==> config.mk <==
export PLATFORM = sky130hd
export DESIGN_NAME = wb_rr_arbiter_flat
export DESIGN_NICKNAME = d
export VERILOG_FILES = /design/src/rtl/wb_rr_arbiter_pkg.sv /design/src/rtl/wb_rr_arbiter_if.sv /design/src/rtl/wb_chan_fifo.sv /design/src/rtl/wb_rr_arbiter.sv /design/src/flat_wrapper.sv
export SDC_FILE = /design/constraint.sdc
export NUM_CORES = 1
export LEC_CHECK = 0
export ABC_AREA = 1
export CAP_MARGIN = 20
export CORE_MARGIN = 2
export CORE_UTILIZATION = 57
export CTS_BUF_LIST = sky130_fd_sc_hd__clkbuf_4 sky130_fd_sc_hd__clkbuf_8
export CTS_CLUSTER_DIAMETER = 150
export CTS_CLUSTER_SIZE = 10
export DETAILED_ROUTE_END_ITERATION = 12
export PLACE_DENSITY = 0.84
export SLEW_MARGIN = 5
export SYNTH_ARGS = -nofsm -noshare
export SYNTH_HDL_FRONTEND = slang
export SYNTH_SLANG_ARGS = --single-unit
==> constraint.sdc <==
create_clock -name clk -period 4.35 [get_ports clk]
set_input_delay 0.435 -clock clk [delete_from_list [all_inputs] [get_ports clk]]
set_output_delay 0.435 -clock clk [all_outputs]
set_load 0.05 [all_outputs]
==> src/rtl/wb_rr_arbiter_pkg.sv <==
// Shared types for the multi-channel write-back arbiter.
// Holds the result entry layout and RF address helpers.
package wb_rr_arbiter_pkg;

    localparam int XLEN = 32;
    localparam int RA_W = 5;

    typedef logic [RA_W-1:0] reg_addr_t;

    typedef struct packed {
        reg_addr_t       rd;
        logic [XLEN-1:0] data;
    } wb_entry_t;

    localparam reg_addr_t RF_ZERO_ADDR = '0;

    function automatic logic is_zero_rd(reg_addr_t rd);
        return rd == RF_ZERO_ADDR;
    endfunction

endpackage

==> src/rtl/wb_rr_arbiter_if.sv <==
// Producer-side and register-file-side signals of the write-back arbiter.
// master drives producer results; slave is the arbiter.
interface wb_rr_arbiter_if #(
    parameter int NUM_CH = 3
);
    import wb_rr_arbiter_pkg::*;

    logic                   flush_i;
    logic [NUM_CH-1:0]      ch_valid_i;
    logic [NUM_CH-1:0]      ch_ready_o;
    logic [NUM_CH*RA_W-1:0] ch_rd_i;
    logic [NUM_CH*XLEN-1:0] ch_data_i;
    logic                   rf_we_o;
    reg_addr_t              rf_rd_o;
    logic [XLEN-1:0]        rf_data_o;
    logic                   busy_o;

    modport master (
        output flush_i,
        output ch_valid_i,
        output ch_rd_i,
        output ch_data_i,
        input  ch_ready_o,
        input  rf_we_o,
        input  rf_rd_o,
        input  rf_data_o,
        input  busy_o
    );

    modport slave (
        input  flush_i,
        input  ch_valid_i,
        input  ch_rd_i,
        input  ch_data_i,
        output ch_ready_o,
        output rf_we_o,
        output rf_rd_o,
        output rf_data_o,
        output busy_o
    );

endinterface

==> src/rtl/wb_chan_fifo.sv <==
// Per-channel result FIFO: DEPTH entries, async reset, sync clear.
// Count carries one extra bit so full and empty are distinct.
module wb_chan_fifo
    import wb_rr_arbiter_pkg::*;
#(
    parameter int DEPTH = 2
) (
    input  logic      clk,
    input  logic      rst_n,
    input  logic      clear,
    input  logic      push,
    input  logic      pop,
    input  wb_entry_t din,
    output logic      full,
    output logic      empty,
    output wb_entry_t head
);

    localparam int AW = $clog2(DEPTH);
    localparam logic [AW:0] FULL_CNT = (AW+1)'(DEPTH);

    wb_entry_t      mem [DEPTH];
    logic [AW-1:0]  wr_ptr;
    logic [AW-1:0]  rd_ptr;
    logic [AW:0]    count;
    logic           do_push;
    logic           do_pop;

    assign full    = (count == FULL_CNT);
    assign empty   = (count == '0);
    assign do_push = push & ~full;
    assign do_pop  = pop & ~empty;
    assign head    = mem[rd_ptr];

    // Pointers wrap naturally because DEPTH is a power of two.
    always_ff @(posedge clk or negedge rst_n) begin
        if (!rst_n) begin
            wr_ptr <= '0;
            rd_ptr <= '0;
            count  <= '0;
        end else if (clear) begin
            wr_ptr <= '0;
            rd_ptr <= '0;
            count  <= '0;
        end else begin
            if (do_push) wr_ptr <= wr_ptr + 1'b1;
            if (do_pop)  rd_ptr <= rd_ptr + 1'b1;
            unique case ({do_push, do_pop})
                2'b10:   count <= count + 1'b1;
                2'b01:   count <= count - 1'b1;
                default: count <= count;
            endcase
        end
    end

    always_ff @(posedge clk or negedge rst_n) begin
        if (!rst_n) begin
            for (int i = 0; i < DEPTH; i++) mem[i] <= '0;
        end else if (do_push && !clear) begin
            mem[wr_ptr] <= din;
        end
    end

endmodule

==> src/rtl/wb_rr_arbiter.sv <==
// Write-back stage: per-channel result FIFOs round-robin arbitrated
// onto the single register-file write port through a registered output.
module wb_rr_arbiter
    import wb_rr_arbiter_pkg::*;
#(
    parameter int NUM_CH = 3,
    parameter int DEPTH  = 2
) (
    input logic            clk,
    input logic            rst_n,
    wb_rr_arbiter_if.slave bus
);

    localparam int PW = $clog2(NUM_CH);

    wb_entry_t         head [NUM_CH];
    wb_entry_t         sel;
    logic [NUM_CH-1:0] full;
    logic [NUM_CH-1:0] empty;
    logic [NUM_CH-1:0] push;
    logic [NUM_CH-1:0] pop;
    logic [NUM_CH-1:0] grant;
    logic [PW-1:0]     gidx;
    logic              any_req;
    logic [PW-1:0]     rr_ptr;
    logic              rf_we;
    reg_addr_t         rf_rd;
    logic [XLEN-1:0]   rf_data;

    assign bus.ch_ready_o = ~full & {NUM_CH{~bus.flush_i}};

    for (genvar c = 0; c < NUM_CH; c++) begin : g_ch
        wb_entry_t din;

        assign din.rd   = bus.ch_rd_i[c*RA_W +: RA_W];
        assign din.data = bus.ch_data_i[c*XLEN +: XLEN];
        // x0 results are consumed here and never reach the FIFO.
        assign push[c]  = bus.ch_valid_i[c] & bus.ch_ready_o[c]
                        & ~is_zero_rd(din.rd);

        wb_chan_fifo #(
            .DEPTH (DEPTH)
        ) u_fifo (
            .clk   (clk),
            .rst_n (rst_n),
            .clear (bus.flush_i),
            .push  (push[c]),
            .pop   (pop[c]),
            .din   (din),
            .full  (full[c]),
            .empty (empty[c]),
            .head  (head[c])
        );
    end

    // First non-empty channel at or after the rr pointer wins.
    always_comb begin
        grant   = '0;
        gidx    = '0;
        any_req = 1'b0;
        for (int i = 0; i < NUM_CH; i++) begin
            if (!any_req && !empty[(int'(rr_ptr) + i) % NUM_CH]) begin
                any_req = 1'b1;
                grant[(int'(rr_ptr) + i) % NUM_CH] = 1'b1;
                gidx = PW'((int'(rr_ptr) + i) % NUM_CH);
            end
        end
        sel = head[gidx];
    end

    assign pop = grant & {NUM_CH{~bus.flush_i}};

    always_ff @(posedge clk or negedge rst_n) begin
        if (!rst_n) begin
            rr_ptr  <= '0;
            rf_we   <= 1'b0;
            rf_rd   <= '0;
            rf_data <= '0;
        end else if (bus.flush_i) begin
            rr_ptr  <= '0;
            rf_we   <= 1'b0;
        end else if (any_req) begin
            rf_we   <= 1'b1;
            rf_rd   <= sel.rd;
            rf_data <= sel.data;
            rr_ptr  <= (gidx == PW'(NUM_CH - 1)) ? '0 : gidx + 1'b1;
        end else begin
            rf_we   <= 1'b0;
        end
    end

    assign bus.rf_we_o   = rf_we;
    assign bus.rf_rd_o   = rf_rd;
    assign bus.rf_data_o = rf_data;
    assign bus.busy_o    = (|(~empty)) | rf_we;

endmodule

==> src/flat_wrapper.sv <==
// flat-port wrapper written by rule: the top's interface ports become plain ports
module wb_rr_arbiter_flat import wb_rr_arbiter_pkg::*;
#(
    parameter int NUM_CH = 3,
    parameter int DEPTH  = 2
)
  (clk, rst_n, bus_flush_i, bus_ch_valid_i, bus_ch_rd_i, bus_ch_data_i, bus_ch_ready_o, bus_rf_we_o, bus_rf_rd_o, bus_rf_data_o, bus_busy_o);
  wb_rr_arbiter_if #(.NUM_CH(NUM_CH)) bus_i ();
  input logic clk;
  input logic rst_n;
  input wire logic [$bits(bus_i.flush_i)-1:0] bus_flush_i;
  input wire logic [$bits(bus_i.ch_valid_i)-1:0] bus_ch_valid_i;
  input wire logic [$bits(bus_i.ch_rd_i)-1:0] bus_ch_rd_i;
  input wire logic [$bits(bus_i.ch_data_i)-1:0] bus_ch_data_i;
  output wire logic [$bits(bus_i.ch_ready_o)-1:0] bus_ch_ready_o;
  output wire logic [$bits(bus_i.rf_we_o)-1:0] bus_rf_we_o;
  output wire logic [$bits(bus_i.rf_rd_o)-1:0] bus_rf_rd_o;
  output wire logic [$bits(bus_i.rf_data_o)-1:0] bus_rf_data_o;
  output wire logic [$bits(bus_i.busy_o)-1:0] bus_busy_o;
  assign bus_i.flush_i = bus_flush_i;
  assign bus_i.ch_valid_i = bus_ch_valid_i;
  assign bus_i.ch_rd_i = bus_ch_rd_i;
  assign bus_i.ch_data_i = bus_ch_data_i;
  assign bus_ch_ready_o = bus_i.ch_ready_o;
  assign bus_rf_we_o = bus_i.rf_we_o;
  assign bus_rf_rd_o = bus_i.rf_rd_o;
  assign bus_rf_data_o = bus_i.rf_data_o;
  assign bus_busy_o = bus_i.busy_o;
  wb_rr_arbiter #(.NUM_CH(NUM_CH), .DEPTH(DEPTH)) u_core (.clk(clk), .rst_n(rst_n), .bus(bus_i));
endmodule
==> out/results.txt <==
core area = 22,570 um^2
Final Core Density = 67.51%
global-route wire length before repair = 51,960 um
clk root buf = clkbuf_8
Overflow after GRT = 0
clock latency on the worst-skew pair = 0.60 ns
VDD IR max = 0.6026 mV
Rel. slew slack = 45.27%
number of global-route vias before repair = 10,570
MaxCap Viol Count = 0
Cell Rows = 55
antenna-violating nets left = 0
Cells after Synth = 1,529
die area = 24,210 um^2
CTS resizes = 0
WP buf/inv = 4
final setup fails = 0
register area share after synthesis = 52.35%
Die W = 155.6 um
synth cell count leaders = nand2_1, dfrtp_1, o21ai_0, inv_1, nand3_1
Crit. End Element = flop
Setup WS pre-CTS = 1.331 ns
Worst path max stage delay = 0.50 ns
initial antenna violation count = 0
skew final = 0.02712 ns
worst flop-to-flop path startpoint = u_core.rr_ptr[0]$_DFFE_PN0P_
Post-synth EDFFs = 0
Hold Path Sink = u_core.g_ch[0].u_fifo.mem[59]$_DFFE_PN0P_
final period utilization = 67.28%
run status = complete, no violations
setup slack, reg-to-reg = 1.42 ns
syn nets = 1,650
DP HPWL = 21,780 um
worst reg2reg endpoint = u_core.bus.rf_rd_o[0]$_DFFE_PN0P_
fin crit period = 2.927 ns
TritonRoute pass-1 iters = 7
total power = 0.01141 W
CP Cell Sequence = inv_1 -> ha_1 -> inv_1 -> nand2_1 -> nand3_1 -> nand2_2 -> nand2_2 -> nand2_1 -> nand2_2 -> buf_4 -> nand2_2 -> inv_2 -> nand3_1 -> nand2_1 -> nand2_1 -> nand2_1
Compound-Gate Fraction of Synth Area = 9.094%
PD cells = 748.5 nW/um^2
most frequent CP cell = nand2_1
cell area after synthesis = 13,100 um^2
Yosys top cell area share = 52.35%
Area Overhead vs Synth = 16.35%
critical path's slowest cell = inv_2
CTS tree = done
routed len/inst = 16.38 um
pin count of the biggest net entering global routing = 94
I/O Buffers = 158
Slew @ Worst Pin = 0.8190 ns
Top FF cell, synth = dfrtp_1
Worst Hold Path Cells = 3
Crit Path Max Fanout = 39
post-route setup slack = 1.423 ns
top post-synthesis cells by area = dfrtp_1, nand2_1, o21ai_0
clk slew on worst S/H paths = 0.07 ns
worst min path class = input port to flop
unrepaired setup endpoints after global routing = false
Hold Vio Cnt, Final = 0
Initial Util = 58.03%
startpoint types = flop
# DRC = 0
Seq cells post-synth = 274
Setup CP Type = flop to flop
yosys warns = 0
total wire length = 31,700 um
adder-cell area share of the yosys netlist = 0.3821%
htree depth = 1
max-slew violations = 0
Worst R2R Path Depth = 16
fraction of layout cells with a size suffix above 1 = 8.727%
ant diodes = 0
IO Pins = 159
Die Span Y = 155.6 um
Post-synth ARST share = 100.0%
delay-heaviest family, CP = buffers and inverters
hold_sp = bus_ch_data_i[22]
Fillers = 1,869
Pleak = 7.098 nW
synthesized area per cell = 8.566 um^2
Post-Synth Simple-Gate Area = 20.84%
cts bufs inserted = 31
area of the multi-input gates = 5260 um^2
Via Count = 10,630
leading area contributor after synthesis = dfrtp_1
Setup TNS = 0 ns
drt first-iter violations = 775
Vias/cell = 5.491
CTS Sinks = 274
Layout Nets = 1,769
Longest Clk Path Bufs = 3
routability cong. = 0.9121
synth unique cells = 27
crit path DAT = 3.44 ns
All-Layer GR Usage = 26.61%
highest clock rate = 341.7 MHz
Reg area = 6860 um^2
CP Data Required Time = 4.87 ns
multiplexer share of the synthesized area = 9.543%
Post-Synth XOR/XNOR Area = 0.06687%
largest family of logic cells by synthesized area = simple AND/OR/NAND/NOR gates
most common cell in the netlist = nand2_1
## how the worst max path moves through the flow
| stage | cells after the start | slack, ns | start | end |
|---|---|---|---|---|
| 2_1_floorplan | 6 | 1.75 | bus_flush_i | u_core.g_ch[2].u_fifo.mem[10]$_DFFE_PN0P_ |
| 4_1_cts | 16 | 1.46 | u_core.rr_ptr[0]$_DFFE_PN0P_ | u_core.bus.rf_rd_o[0]$_DFFE_PN0P_ |
| 3_5_place_dp | 6 | 1.33 | bus_flush_i | u_core.g_ch[2].u_fifo.mem[14]$_DFFE_PN0P_ |
| 3_3_place_gp | 6 | 1.40 | bus_flush_i | u_core.g_ch[2].u_fifo.mem[10]$_DFFE_PN0P_ |
| 6_report | 16 | 1.42 | u_core.rr_ptr[0]$_DFFE_PN0P_ | u_core.bus.rf_rd_o[0]$_DFFE_PN0P_ |
| 5_1_grt | 16 | 1.07 | u_core.rr_ptr[0]$_DFFE_PN0P_ | u_core.bus.rf_data_o[19]$_DFFE_PN0P_ |
## flip-flops by register name, indices dropped and copies added (netlist names)
signal / count
u_core.bus.rf_we_o: 1
u_core.g_ch.u_fifo.count: 6
u_core.g_ch.u_fifo.rd_ptr: 3
u_core.rr_ptr: 2
u_core.bus.rf_data_o: 32
u_core.g_ch.u_fifo.wr_ptr: 3
u_core.g_ch.u_fifo.mem: 222
u_core.bus.rf_rd_o: 5
## through the flow
stage / cell area, um^2 / hold slack (ns) / instances
global route: 15240 / 0.4440 / 1935
CTS: 15180 / 0.4130 / 1932
finish: 15240 / 0.4287 / 1935
global placement: 14710 / 0.4661 / 1896
floorplan: 13100 / 0.1394 / 1529
detailed placement: 14710 / 0.4650 / 1896
## cell families after synthesis
family,after synthesis
buf+inv,229
fa+ha+maj,4
xor+xnor,1
flops,274
compound gates,237
simple gates,673
mux,111
## placed cells by master (no fill, tap or decap), drive strengths merged
cell and n:
clkinv 1, nand2 531, o21ai 234, ha 4, nor2 30, clkdlybuf4s50 157, buf 20, a21oi 1
clkbuf 33, dfrtp 274, dlygate4sd3 1, nor3 3, nand3 100, mux2 111, nand4 8, o21bai 2
clkinvlp 1, xor2 1, inv 137, nor3b 1
## cell type report
cell class	count	area share, %
inverter	137	3.375
tap	285	2.340
sequential	274	45.02
timing repair buffer	178	11.74
clock inverter	2	0.1067
clock buffer	33	2.898
multi-input combinational	1026	34.52
## tightest hold or removal path, cell delays in order
cell             delay [ns]
clkdlybuf4s50_1        0.41
nand2_1                0.06
o21ai_0                0.07
## metal layers
layer / part of all wire (%) / global-route usage, % / wire [um]
met5: 0 / 0 / 0
met4: 2.5 / 7.689 / 806
met3: 6.3 / 3.944 / 2000
met2: 50 / 45.87 / 15900
met1: 41 / 35.29 / 13000
## report_power, final
group / switching [W] / total (W) / internal (W) / leakage (nW)
clock network: 0.000863 / 0.00152 / 0.000654 / 0.236
registers: 0.000556 / 0.00426 / 0.00370 / 3.38
logic: 0.00375 / 0.00563 / 0.00188 / 3.48
## timing repair
item / CTS / global route
setup buffers: 0 / 0
hold endpoints to repair: 90 / 0
hold buffers: 1 / 0
Power figures use the tool's default switching activity.
